<file path="src/rtl/write_merge_buffer.sv">
// write_merge_buffer: single-line write-combining buffer between a CPU write
// port and a line-wide memory write port.
//   clk, reset            : clock, asynchronous active-high reset
//   cpu_write/addr/offset : CPU word write request (held until cpu_resp)
//   cpu_wdata/wmask       : write word and its byte enables
//   cpu_resp              : one-cycle write acknowledge
//   flush_req/flush_done  : level flush request and one-cycle completion pulse
//   mem_*                 : line write to memory, held until mem_resp
//   buf_valid             : buffer holds at least one valid byte
module write_merge_buffer #(
    parameter int unsigned LINE_WIDTH = 128,
    parameter int unsigned WORD_WIDTH = 16,
    parameter int unsigned ADDR_WIDTH = 12,
    localparam int unsigned WORDS       = LINE_WIDTH / WORD_WIDTH,
    localparam int unsigned OFFSET_BITS = (WORDS > 1) ? $clog2(WORDS) : 1,
    localparam int unsigned WORD_BYTES  = WORD_WIDTH / 8,
    localparam int unsigned LINE_BYTES  = LINE_WIDTH / 8
) (
    input  logic                   clk,
    input  logic                   reset,
    input  logic                   cpu_write,
    input  logic [ADDR_WIDTH-1:0]  cpu_addr,
    input  logic [OFFSET_BITS-1:0] cpu_offset,
    input  logic [WORD_WIDTH-1:0]  cpu_wdata,
    input  logic [WORD_BYTES-1:0]  cpu_wmask,
    output logic                   cpu_resp,
    input  logic                   flush_req,
    output logic                   flush_done,
    output logic                   mem_write,
    output logic [ADDR_WIDTH-1:0]  mem_addr,
    output logic [LINE_WIDTH-1:0]  mem_wdata,
    output logic [LINE_BYTES-1:0]  mem_byte_en,
    input  logic                   mem_resp,
    output logic                   buf_valid
);

    typedef enum logic [1:0] {S_EMPTY, S_HOLD, S_FLUSH} state_t;

    state_t                  state_q, state_d;
    logic [ADDR_WIDTH-1:0]   addr_q, addr_d;
    logic [LINE_WIDTH-1:0]   data_q, data_d;
    logic [LINE_BYTES-1:0]   valid_q, valid_d;
    logic                    resp_q, resp_d;
    logic                    done_q, done_d;
    logic                    mem_write_q, mem_write_d;
    logic                    buf_valid_q, buf_valid_d;

    logic [LINE_BYTES-1:0]   line_mask;
    logic [LINE_WIDTH-1:0]   bit_mask;
    logic [LINE_WIDTH-1:0]   merged;
    logic                    wr_pend;

    // Project the word write onto line byte lanes and merge into held data
    always_comb begin
        line_mask = '0;
        bit_mask  = '0;
        for (int b = 0; b < int'(LINE_BYTES); b++) begin
            line_mask[b]     = (cpu_offset == OFFSET_BITS'(b / int'(WORD_BYTES)))
                               && cpu_wmask[b % int'(WORD_BYTES)];
            bit_mask[b*8 +: 8] = {8{line_mask[b]}};
        end
        merged = (data_q & ~bit_mask) | ({WORDS{cpu_wdata}} & bit_mask);
    end

    // A request already acknowledged this cycle is still being held; ignore it
    assign wr_pend = cpu_write && !resp_q;

    // Next-state and output logic
    always_comb begin
        state_d = state_q;
        addr_d  = addr_q;
        data_d  = data_q;
        valid_d = valid_q;
        resp_d  = 1'b0;
        done_d  = 1'b0;
        case (state_q)
            S_EMPTY: begin
                if (wr_pend && (|cpu_wmask)) begin
                    resp_d  = 1'b1;
                    addr_d  = cpu_addr;
                    data_d  = merged;
                    valid_d = line_mask;
                    state_d = S_HOLD;
                end else begin
                    if (wr_pend) begin
                        resp_d = 1'b1;
                    end
                    // done_q guard: flush_req is still high during the pulse
                    if (flush_req && !done_q) begin
                        done_d = 1'b1;
                    end
                end
            end
            S_HOLD: begin
                if (&valid_q) begin
                    state_d = S_FLUSH;
                end else if (wr_pend && (cpu_addr == addr_q)) begin
                    resp_d  = 1'b1;
                    data_d  = merged;
                    valid_d = valid_q | line_mask;
                end else if (wr_pend || flush_req) begin
                    state_d = S_FLUSH;
                end
            end
            S_FLUSH: begin
                if (mem_resp) begin
                    valid_d = '0;
                    state_d = S_EMPTY;
                    done_d  = flush_req;
                end
            end
            default: state_d = S_EMPTY;
        endcase
        mem_write_d = (state_d == S_FLUSH);
        buf_valid_d = |valid_d;
    end

    // State registers
    always_ff @(posedge clk or posedge reset) begin
        if (reset) begin
            state_q     <= S_EMPTY;
            addr_q      <= '0;
            data_q      <= '0;
            valid_q     <= '0;
            resp_q      <= 1'b0;
            done_q      <= 1'b0;
            mem_write_q <= 1'b0;
            buf_valid_q <= 1'b0;
        end else begin
            state_q     <= state_d;
            addr_q      <= addr_d;
            data_q      <= data_d;
            valid_q     <= valid_d;
            resp_q      <= resp_d;
            done_q      <= done_d;
            mem_write_q <= mem_write_d;
            buf_valid_q <= buf_valid_d;
        end
    end

    assign cpu_resp    = resp_q;
    assign flush_done  = done_q;
    assign mem_write   = mem_write_q;
    assign mem_addr    = addr_q;
    assign mem_wdata   = data_q;
    assign mem_byte_en = valid_q;
    assign buf_valid   = buf_valid_q;

endmodule

</file>
<file path="config.mk">
export PLATFORM = sky130hd
export DESIGN_NAME = write_merge_buffer
export DESIGN_NICKNAME = d
export VERILOG_FILES = /design/src/rtl/write_merge_buffer.sv
export SDC_FILE = /design/constraint.sdc
export NUM_CORES = 1
export LEC_CHECK = 0
export CORE_MARGIN = 10
export CORE_UTILIZATION = 30
export CTS_BUF_LIST = sky130_fd_sc_hd__clkbuf_8
export DETAILED_ROUTE_END_ITERATION = 10
export PLACE_DENSITY_LB_ADDON = 0.08
export SLEW_MARGIN = 30
export SYNTH_ARGS = -nofsm -noshare
export SYNTH_HDL_FRONTEND = slang
export SYNTH_SLANG_ARGS = --single-unit
</file>
<file path="constraint.sdc">
create_clock -name clk -period 7.9 [get_ports clk]
set_clock_uncertainty 0.1 [all_clocks]
set_input_delay 1.58 -clock clk [delete_from_list [all_inputs] [get_ports clk]]
set_output_delay 1.58 -clock clk [all_outputs]
set_load 0.1 [all_outputs]
</file>
## Yosys cells after proc, flatten, opt, wreduce, memory -nomap -nowiden

Cells that the tools add are included.

| word-level totals | value |
|---|---|
| register bits after elaboration | 162 |
| bits of input ports | 38 |
| output and inout port bits | 160 |

| operators by class | value |
|---|---|
| eq/ne operators | 14 |
| muxes and demuxes | 24 |
| bitwise gates (word level) | 5 |
| reduce and logical (&&, ||, !) cells | 31 |

Operators by type and width:

| kind | number |
|---|---|
| 128-bit 2-to-1 mux | 3 |
| 128-bit AND | 2 |
| 128-bit one-hot mux with 2 select lines | 1 |
| 128-bit inverter | 1 |
| 128-bit OR | 1 |
| 16-bit 2-to-1 mux | 4 |
| 16-bit one-hot mux with 3 select lines | 1 |
| 1-bit logical AND | 20 |
| 16-bit OR | 1 |
| 16-bit AND reduction | 1 |
| 16-bit OR reduction | 1 |
| 12-bit equality test | 1 |
| 3-bit equality test, second input constant | 4 |
| 2-bit 2-to-1 mux | 5 |
| 1-bit 2-to-1 mux | 7 |
| 3-bit by 2-bit equality test with 1-bit output, second input constant | 2 |
| 2-bit != test, second input constant | 3 |
| 2-bit one-hot mux with 3 select lines | 1 |
| 2-bit equality test, second input constant | 2 |
| 1-bit one-hot mux with 2 select lines | 2 |
| 4-bit AND reduction | 1 |
| 3-bit by 1-bit equality test with 1-bit output, second input constant | 1 |
| 3-bit zero test | 1 |
| 2-bit by 1-bit equality test with 1-bit output, second input constant | 1 |
| other kinds (6) | 7 |

## Logic depth before layout (Yosys ltp)

Gate-level depths: netlist (run 1).

| logic depth | value |
|---|---|
| depth after elaboration | 8 |
| gate-level depth with buffers | 8 |
| mapped depth without buffers | 6 |

## Worst setup path before layout (run 1)

No wires, ideal clock.

| path | value |
|---|---|
| path type | input port to flip-flop |
| start | in cpu_addr[9] |
| end | reg (tool-made name) |
| setup time | 0.125 ns |
| arrival | 3.367 ns |
| data required time | 7.675 ns |
| path slack | 4.307 ns |
| cell stages on the path | 8 |
| path buffers | 2 |
| cells stage by stage | xnor2_1 nand4_1 nor4_4 a21oi_2 buf_6 or3_1 buf_6 mux2_4 |

RTL lines:

| what | RTL line | RTL |
|---|---|---|
| start: declaration | 22 | `input logic [ADDR_WIDTH-1:0] cpu_addr,` |

==> out/metrics.csv, run 1 <==
metric;value;unit
status;completed;
die_x;168.0;µm
ys_warn_count;0;
reg2reg_depth;6;
slowest_stage;nand4_1;
grt_pass1_vias;4857;
cts_tree;done;
initial_core_util;30.28;%
vias;4376;
antenna_cells;0;
antenna_found_initial;0;
final_hold_viol_count;0;
cp-end-kind;flop;
syn2layout_area_growth;39.28;%
ctsRootBufferMaster;clkbuf_8;
core;0.02169;mm²
globalRouteOverflowTotal;0;
drc;0;
tightestPinTransition;1.036;ns
hold_class;reg2reg;
htreeDepth;4;
synth_mux_area_share;24.46;%
relSlewSlack;30.74;%
yosys_register_bits;162;
netlist-cell-type-count;41;
synth_compound_area_share;3.220;%
clk_path_buf_depth;2;
postPlaceCellArea;0.008756;mm²
crit_type;in2reg;
drive_above_1_share;31.86;%
grt_start_max_net_pins;109;
fin_crit_sh;53.09;%
viasPerCell;4.675;
track_usage;14.27;%
place.gp.congestion;0.7869;
synth.avg_cell_area;14.93;µm²
cts_resized;0;
slowest_delay;0.65;ns
cts_setup_buffers;0;
syn_inst;440;
drt-pass1-iter-count;4;
fin_area;0.009148;mm²
required;8.13;ns
wl_per_cell;21.30;µm
synth-seq-area-share;61.73;%
clk_pin_slew_worst_paths;0.09;ns
synth_top_family_by_area;multiplexers;
stdcell_count;936;
cts_buffers;17;
grt_pass1_wl;30920;µm
design.die.area;0.02821;mm²
nNetsFinal;683;
cts_sinks;162;
ctsHoldBuffers;0;
synthTopCellsByArea;dfrtp_1 (62%), mux2_2 (23%), mux2_4 (1.8%), xnor2_1 (1.6%), nand2_1 (1.5%);
path_cells;clkdlybuf4s50_1, nor4b_4, and2_1, a21o_1, nand4_1, mux2_2;
arrival;4.43;ns
finalSetupViolCount;0;
dp_hpwl;14290;µm
num_io_pins;198;
clkLatencyLatePin;0.45;ns
synth.largest_area_cell;dfrtp_1;
fin_crit;4.194;ns
synthAdderAreaFrac;0;%
synthSimpleGateAreaFrac;7.773;%
synth.net_count;478;
cp-start-kind;input pin;
finalWirelength;19940;µm
rsz0062_at_grt;no;
die_height;168.0;µm
rows;54;
hold_depth;1;
fmax;0.2385;GHz
dr.first_iter.drc_count;271;
synth-xor-area-share;1.600;%
io_buffers;197;
path_max_fanout;15;
cap_violations;0;
final_max_slew_viol_count;0;
syn_area;0.006568;mm²
dp.cells;906;
synth_top_area_share;61.73;%
detail-route-antenna-nets;0;
setup_tns;0;ns
[layer usage]
layer / GRT usage, % / vias to the layer above / wire, µm / share of wire (%)
li1: - / 1990 / - / -
met1: 16.45 / 2233 / 8044 / 40
met2: 23.46 / 140 / 9821 / 49
met3: 6.752 / 13 / 1939 / 9.7
met4: 3.407 / 0 / 131 / 0.66
met5: 0 / - / 0 / 0
[placed cells by master (no fill, tap or decap), types with 4 or more instances in the layout]
cell type	Yosys	final
clkbuf_8	0	19
nor3_4	5	5
nand2b_1	6	6
clkdlybuf4s50_1	0	172
buf_2	4	24
nand4_1	8	8
xnor2_1	12	12
a21oi_1	6	6
bufinv_16	0	4
a21o_1	6	6
dfrtp_1	162	162
mux2_4	8	8
or3_1	5	5
inv_6	0	4
mux2_2	132	132
nor2_1	11	11
nor4_1	4	4
nand2_1	27	27
[path summary, 6_finish.rpt]
path	slack (ns)	end	from
min in group asynchronous	1.52	asynchronous set/reset pin	reset
worst max register to register	4.40	buf_valid$_DFF_PP0_	mem_byte_en[5]$_DFF_PP0_
worst min register to register	0.41	flop	flop
worst min-delay path	0.41	flop	flop
worst max-delay path	3.71	flop	cpu_write
max in group asynchronous	4.92	mem_byte_en[7]$_DFF_PP0_	reset
[kinds of logic (layout without fill, tap and decap cells)]
group           Yosys count  after routing
compound gates           30             30
xor+xnor                 12             12
buf+inv                  15            231
flops                   162            162
mux                     140            140
simple gates             81             81
[worst max-delay path: cells and delay by family]
family,cells,cell delay [ns]
and+or+nand+nor,3,1.61
AOI/OAI and AO/OA,1,0.23
buffers and inverters,1,0.47
muxes,1,0.53
[area by class of cell]
cell class | instances | area [µm²]
clock buffer | 19 | 261.5
clock inverter | 11 | 175.2
inverter | 3 | 18.77
fill | 2037 | 12540
tap | 280 | 350.3
timing repair buffer | 198 | 1854
multi-input combinational | 263 | 2434
sequential | 162 | 4054
[Yosys cell counts (all sizes together)]
library cell	number
nor4b	1
a21oi	7
o21ai	2
nand2b	6
a32oi	1
buf	7
a22oi	2
mux2	140
or3	5
nor4	5
nand2	27
a21o	6
or2	2
inv	3
a31oi	1
o211ai	2
nand3	1
and2	3
nor2	11
o2111ai	1
a221oi	1
o22ai	3
clkbuf	5
o31ai	2
nor2b	2
nor3b	2
a211oi	2
nor3	6
or4b	1
nand3b	1
xnor2	12
dfrtp	162
nand4	8
[per-stage QoR]
| stage | setup slack, ns | util (%) | hold slack (ns) |
|---|---|---|---|
| final | 3.706 | 42.18 | 0.4070 |
| after global routing | 3.487 | 42.18 | 0.4235 |
| after CTS | 3.468 | 42.38 | 0.4137 |
| after detailed placement | 2.974 | 40.37 | 0.3934 |
| after global placement | 3.005 | 40.73 | 0.3892 |
| after floorplan | 1.843 | - | 0.4405 |
Power of run 1 is not shown: default switching activity piles up to over one toggle a cycle in this logic, so the estimate is an artifact.
==> run 2, diff against run 1 <==
- clock period: 7.9 -> 3.6 ns (I/O delays scaled with it)
==> out/metrics.csv, run 2 (same netlist as run 1, synthesis figures left out) <==
metric;value;unit;change
clkLatencyLatePin;0.45;ns;about the same
slowest_delay;0.54;ns;-0.11 ns
cts_resized;0;;unchanged
drive_above_1_share;38.02;%;+6.2 points
final_hold_viol_count;0;;unchanged
fin_crit;2.971;ns;
detail-route-antenna-nets;0;;unchanged
clk_pin_slew_worst_paths;0.09;ns;about the same
tightestPinTransition;1.026;ns;-0.01007 ns
dr.first_iter.drc_count;185;;-32%
grt_pass1_wl;30670;µm;-0.80%
path_cells;clkdlybuf4s50_1, xnor2_1, nand4_1, nor4_4, buf_4, a21o_1, and2_1, mux2_2;;
cts_sinks;162;;unchanged
crit_type;in2reg;;
track_usage;13.99;%;-0.28 points
stdcell_count;956;;+2.1%
required;3.84;ns;-4.29 ns
nNetsFinal;701;;+2.6%
dp_hpwl;14170;µm;-0.86%
status;completed;;
initial_core_util;30.28;%;unchanged
syn2layout_area_growth;41.02;%;
cts_tree;done;;
setup_tns;0;ns;unchanged
finalWirelength;19830;µm;-0.52%
drc;0;;unchanged
viasPerCell;4.621;;-1.2%
slowest_stage;and2_1;;
grt_start_max_net_pins;163;;+50%
antenna_found_initial;0;;unchanged
place_ws;0.1217;ns;-2.853 ns
final_max_slew_viol_count;0;;unchanged
ctsHoldBuffers;0;;unchanged
die_height;168.0;µm;unchanged
drt-pass1-iter-count;4;;unchanged
vias;4418;;+0.96%
die_x;168.0;µm;unchanged
relSlewSlack;31.41;%;+0.67 points
startpoint;cpu_addr[9];;
cp-end-kind;flop;;
grt_pass1_vias;4953;;+2.0%
cap_violations;0;;unchanged
nFillCells;2039;;+0.098%
fin_ws;0.6293;ns;-3.077 ns
path_max_fanout;8;;-7
r2r_start;mem_byte_en[0]$_DFF_PP0_;;
wl_per_cell;20.74;µm;-2.6%
cts_buffers;17;;unchanged
rsz0062_at_grt;no;;
core;0.02169;mm²;unchanged
dp.cells;923;;+1.9%
cts_setup_buffers;0;;unchanged
arrival;3.21;ns;-1.22 ns
ctsRootBufferMaster;clkbuf_8;;
htreeDepth;4;;unchanged
fmax;0.3366;GHz;
layout_common_cells;dfrtp_1 (162), clkdlybuf4s50_1 (144), mux2_2 (132);;
cpLargestDelayFamily;simple AND/OR/NAND/NOR gates;;
rows;54;;unchanged
fin_crit_sh;82.52;%;
finalSetupViolCount;0;;unchanged
clk_path_buf_depth;2;;unchanged
cp-start-kind;input pin;;
place.gp.congestion;0.7763;;-1.3%
cp.buffers_inverters;2;;+1
globalRouteOverflowTotal;0;;unchanged
layout.cells.most_common;dfrtp_1;;
io_buffers;197;;unchanged
design.die.area;0.02821;mm²;unchanged
antenna_cells;0;;unchanged
hold_class;reg2reg;;
num_io_pins;198;;unchanged
-- run 2: cell types whose count changed in the layout (fill, tap and decap cells not counted), moves of 2 or more --
cell,delta
buf_4,+62
buf_2,-18
inv_6,+2
bufinv_16,-2
clkdlybuf4s50_1,-28
-- run 2: layer usage --
metal  vias up  wire length (µm)  global-route usage (%)
li1       2026                 -                       -
met1      2244              8338                   16.60
met2       128              9637                   22.57
met3        20              1513                   5.471
met4         0               344                   4.958
met5         -                 0                       0
-- run 2: area by class of cell --
| class | count | area [µm²] | area share (%) |
|---|---|---|---|
| repair buffers | 216 | 1997 | 21.56 |
| well taps | 280 | 350.3 | 3.783 |
| inverters | 3 | 15.01 | 0.1621 |
| multi-input cells | 263 | 2434 | 26.28 |
| clock inverters | 14 | 163.9 | 1.770 |
| clock buffers | 18 | 247.7 | 2.675 |
| flip-flops and latches | 162 | 4054 | 43.77 |
-- run 2: metrics by stage --
step	hold WS [ns]	utilization (%)	area [µm²]
2_1_floorplan	0.4405	-	6571
3_3_place_gp	0.3864	40.84	8857
3_5_place_dp	0.3870	40.77	8842
4_1_cts	0.4133	42.67	9254
5_1_grt	0.4301	42.70	9261
6_report	0.4052	42.70	9261
-- run 2: final timing paths --
kind                                             end  slack [ns]  cells past startpoint
min in group asynchronous    mem_addr[2]$_DFFE_PP0P_        0.60                      3
hold reg to reg                                 flop        0.41                      1
setup reg to reg                                flop        0.76                      7
setup / recovery                                flop        0.63                      8
max in group asynchronous  mem_byte_en[12]$_DFF_PP0_        2.04                      4
hold / removal                                  flop        0.41                      1
Power of run 2 is left out for the same reason.
